<file path="src/rtl/instr_queue.sv">
// instr_queue: decoded-instruction FIFO between decode and dual issue.
// Accepts 0-2 and retires 0-2 entries per cycle; head pair always visible.
package instr_queue_pkg;
  typedef struct packed {
    logic [31:0] pc;
    logic [31:0] ir;
    logic [4:0]  rd;
    logic [4:0]  rs1;
    logic [4:0]  rs2;
    logic [3:0]  fu;
  } decode_t;
endpackage

module instr_queue
  import instr_queue_pkg::*;
#(
  parameter  int DEPTH = 16,
  localparam int PTR_W = $clog2(DEPTH)
) (
  input  logic          clk,
  input  logic          reset,
  input  logic          flush,
  input  decode_t [1:0] in_instr,
  input  logic    [1:0] in_cnt,
  output logic          queue_full,
  output decode_t [1:0] issue_instr,
  input  logic    [1:0] issue_cnt,
  output logic          queue_empty
);

  localparam int CNT_W = PTR_W + 1;

  decode_t          mem_q [DEPTH];
  logic [PTR_W-1:0] head_q, head_d;
  logic [PTR_W-1:0] tail_q, tail_d;
  logic [CNT_W-1:0] count_q, count_d;
  logic [PTR_W-1:0] head_p1, tail_p1;
  logic [1:0]       push_n, pop_n, issue_lim;

  assign head_p1 = head_q + PTR_W'(1);
  assign tail_p1 = tail_q + PTR_W'(1);

  // Full is judged on the pre-edge count so issue_cnt never reaches push.
  assign queue_full  = count_q > CNT_W'(DEPTH - 2);
  assign queue_empty = count_q == '0;

  always_comb begin
    push_n = '0;
    if (!queue_full && in_cnt != 2'd3) begin
      push_n = in_cnt;
    end
  end

  always_comb begin
    issue_lim = (issue_cnt == 2'd3) ? 2'd2 : issue_cnt;
    pop_n     = issue_lim;
    if (CNT_W'(issue_lim) > count_q) begin
      pop_n = count_q[1:0];
    end
  end

  always_comb begin
    head_d  = head_q + PTR_W'(pop_n);
    tail_d  = tail_q + PTR_W'(push_n);
    count_d = count_q + CNT_W'(push_n) - CNT_W'(pop_n);
    if (flush) begin
      head_d  = '0;
      tail_d  = '0;
      count_d = '0;
    end
  end

  always_ff @(posedge clk or posedge reset) begin
    if (reset) begin
      head_q  <= '0;
      tail_q  <= '0;
      count_q <= '0;
    end else begin
      head_q  <= head_d;
      tail_q  <= tail_d;
      count_q <= count_d;
    end
  end

  always_ff @(posedge clk) begin
    if (!reset && !flush) begin
      if (push_n != 2'd0) begin
        mem_q[tail_q] <= in_instr[0];
      end
      if (push_n == 2'd2) begin
        mem_q[tail_p1] <= in_instr[1];
      end
    end
  end

  // A zero slot is the invalid marker issue relies on.
  always_comb begin
    issue_instr[0] = '0;
    issue_instr[1] = '0;
    if (count_q >= CNT_W'(1)) begin
      issue_instr[0] = mem_q[head_q];
    end
    if (count_q >= CNT_W'(2)) begin
      issue_instr[1] = mem_q[head_p1];
    end
  end

  always_ff @(posedge clk) begin
    if (!reset) begin
      assert (count_q <= CNT_W'(DEPTH))
        else $error("instr_queue: count overflow");
      assert (tail_q == head_q + count_q[PTR_W-1:0])
        else $error("instr_queue: pointer/count skew");
      assert (CNT_W'(push_n) <= CNT_W'(DEPTH) - count_q)
        else $error("instr_queue: write to occupied slot");
    end
  end

endmodule

</file>
<file path="config.mk">
export PLATFORM = sky130hd
export DESIGN_NAME = instr_queue
export DESIGN_NICKNAME = d
export VERILOG_FILES = /design/src/rtl/instr_queue.sv
export SDC_FILE = /design/constraint.sdc
export NUM_CORES = 2
export LEC_CHECK = 0
export ABC_CLOCK_PERIOD_IN_PS = 22100
export BUFFER_PORTS_ARGS = -buffer_cell sky130_fd_sc_hd__buf_2
export CAP_MARGIN = 20
export CORE_MARGIN = 10
export CORE_UTILIZATION = 47
export DETAILED_ROUTE_END_ITERATION = 12
export PLACE_DENSITY = 0.65
export SKIP_LAST_GASP = 1
export SLEW_MARGIN = 30
export SYNTH_ARGS = -nofsm -noshare
export SYNTH_HDL_FRONTEND = slang
export SYNTH_SLANG_ARGS = --single-unit
export TNS_END_PERCENT = 100
</file>
<file path="constraint.sdc">
create_clock -name clk -period 22.1 [get_ports clk]
set_input_delay 1.105 -clock clk [delete_from_list [all_inputs] [get_ports clk]]
set_output_delay 1.105 -clock clk [all_outputs]
set_load 0.02 [all_outputs]
</file>
==> results_dict.tcl <==
set metrics [dict create \
    vdd.ir_drop.worst_mv 0.0944 \
    cts_made_buffers 156 \
    seq_area_um2 40200 \
    crit_arrival_ns 5.77 \
    fmaxAchievable_ghz 0.146 \
    power.leakage_nw 28.8 \
    hold_buffers 0 \
    post-place-ws_ns 15.61 \
    cts.sinks 1341 \
    avgSynthCellArea_um2 16.1 \
    synthArstFlopShare_pct 0.969 \
    die_y_um 428 \
    ys_seq_elements 1341 \
    num_vias 48700 \
    wl_mm 260 \
    ctsResizeCount 0 \
    fin_nets 5121 \
    layout_commonest_cell "edfxtp_1" \
    synth_cells 4875 \
    via_per_inst 6.69 \
    gp_congestion 0.827 \
    path_class "flop to output pin" \
    dp_hpwl_mm 141 \
    synth_warnings 0 \
    layout_setup_ws_ns 15.23 \
    yosys.cell_types.count 46 \
    postRouteAntennaNets 0 \
    outcome "finished clean" \
    grt_pass1_vias 49800 \
    clockRootBuffer "clkbuf_16" \
    cts_tree "done" \
    p_total_w 0.00957 \
    grt_remaining_overflow 0 \
    drive_gt1_share_pct 53.4 \
    syn_nets 5068 \
    grt_pass1_wl_mm 372 \
    first_pass_iters 5 \
    critical_path_required_ns 21.00 \
    wl_per_cell_um 35.7 \
    worst-path-max-fanout 44 \
    ios 341 \
    core-area_um2 165000 \
    drc 0 \
    start_kind "flop" \
    cts_buffer_depth 3 \
    cts_max_level 4 \
    clk_latency_ns 0.78 \
    fin_crit_sh_pct 31.1 \
    slew_violations 0 \
    holdCritPathClass "input pin to async pin" \
    rsz0062_at_grt "false" \
    layout_common_cells "edfxtp_1 (1328), mux2_2 (1316), mux4_2 (664), nand2_1 (503), buf_2 (340)" \
    clock_skew_ns 0.0210 \
    fin_crit_ns 6.87 \
    grt_max_degree 151 \
    start_util_pct 47.4 \
    tightest_slew_ns 1.12 \
    synth_top_flop_cell "edfxtp_1" \
    critPathCaptureType "output pin" \
    r2r_end "mem_q[10][29]" \
    synth-seq-area-share_pct 51.3 \
    setup_viol 0 \
    r2r_setup_slack_ns 16.96 \
    grt_antenna_before_repair 71 \
    multi_input_area_um2 36200 \
    r2r_start "tail_q[0]" \
    cts_setup_buffers 0 \
    first_iter_violations 5564 \
    die_width_um 428 \
    relSlewSlack_pct 25.3 \
    hold_viol_final 0 \
    r2r_cells 5 \
    netlist_area_um2 78300 \
    dieArea_um2 183000 \
    track_usage_pct 27.6 \
    clk_pin_slew_ns 0.06 \
    max-cap-violations 0 \
    p_per_area_nw_per_um2 110 \
    fillCellCount 13400 \
    rows 149 \
    finalSetupTns_ns 0 \
    area_growth_pct 11.1 \
    port_buffers 340 \
    whs_ns 0.455 \
    synth-edff-count 1328 \
]
power breakdown:
group	switching (W)	internal, W
Clock	0.00108	0.00144
Sequential	0.0000676	0.00283
Combinational	0.00242	0.00173
sequential cells by signal, indices dropped and copies added (netlist names):
signal and flops:
tail_q 4, count_q 5, mem_q 1328, head_q 4
critical path, cell delays in order (launching register included):
cell,delay [ns]
dfrtp_4,0.98
ha_4,0.26
xor2_4,0.59
buf_4,0.80
buf_12,0.35
buf_4,0.71
mux2i_1,0.18
o22ai_1,0.57
buf_2,0.29
stage by stage:
step           cells  utilization, %  cell area (um2)
4_1_cts         7234            52.5            86700
2_1_floorplan   4875               -            78300
6_report        7271            52.6            87000
3_3_place_gp    6949            49.4            81700
3_5_place_dp    6954            49.5            81900
5_1_grt         7270            52.6            87000
kinds of logic after synthesis:
group | after synthesis | synth area share, %
adders and majority gates | 20 | 0.358
DFF | 1341 | 51.3
buffers and inverters | 573 | 3.10
and+or+nand+nor | 575 | 2.93
xor gates and xnor gates | 9 | 0.101
AOI/OAI and AO/OA | 196 | 1.83
muxes | 2161 | 40.3
cell type report:
type / instances / area share, %
sequential: 1341 / 46.2
multi-input combinational: 2961 / 41.6
clock buffer: 190 / 4.79
timing repair buffer: 453 / 3.32
tap: 2189 / 3.15
clock inverter: 90 / 0.790
antenna: 32 / 0.0921
inverter: 15 / 0.0734
routing by layer:
| layer | vias to the layer above | track usage (%) | part of all wire [%] |
|---|---|---|---|
| met1 | 25900 | 35.5 | 38 |
| met3 | 561 | 4.24 | 7.6 |
| met5 | - | 0 | 0.069 |
| met2 | 2398 | 45.7 | 49 |
| li1 | 19800 | - | - |
| met4 | 26 | 13.7 | 4.8 |
worst max path at each step:
stage | from | to | slack, ns | cells after the start
detailed placement | head_q[1] | issue_instr[138] | 15.61 | 8
floorplan | count_q[4] | mem_q[6][0] | 11.28 | 6
global placement | head_q[1] | issue_instr[138] | 15.66 | 8
CTS | head_q[1] | issue_instr[138] | 14.77 | 8
global route | head_q[0] | issue_instr[124] | 15.11 | 7
finish | head_q[1] | issue_instr[138] | 15.23 | 8
cells in the mapped netlist, drive strengths merged (2+ instances only):
library cell  number  area [um2]
mux2            1329       15000
edfxtp          1328       39900
mux4             664       15000
nand2            514        1930
buf              305        1420
clkbuf           253         950
mux2i            168        1680
o22ai             84         526
a22o              83         727
ha                16         200
a21oi             14        70.1
inv               14        52.6
dfrtp             13         325
nor2              11        41.3
nand3             10        50.1
nor2b             10        62.6
nand2b             9        56.3
o31ai              5        37.5
xor2               5        43.8
fa                 4        80.1
or2                4        25.0
xnor2              4        35.0
a211oi             3        27.5
nor4b              3        26.3
o21ai              3        15.0
and3               2        12.5
nand3b             2        15.0
Power figures use the tool's default switching activity.
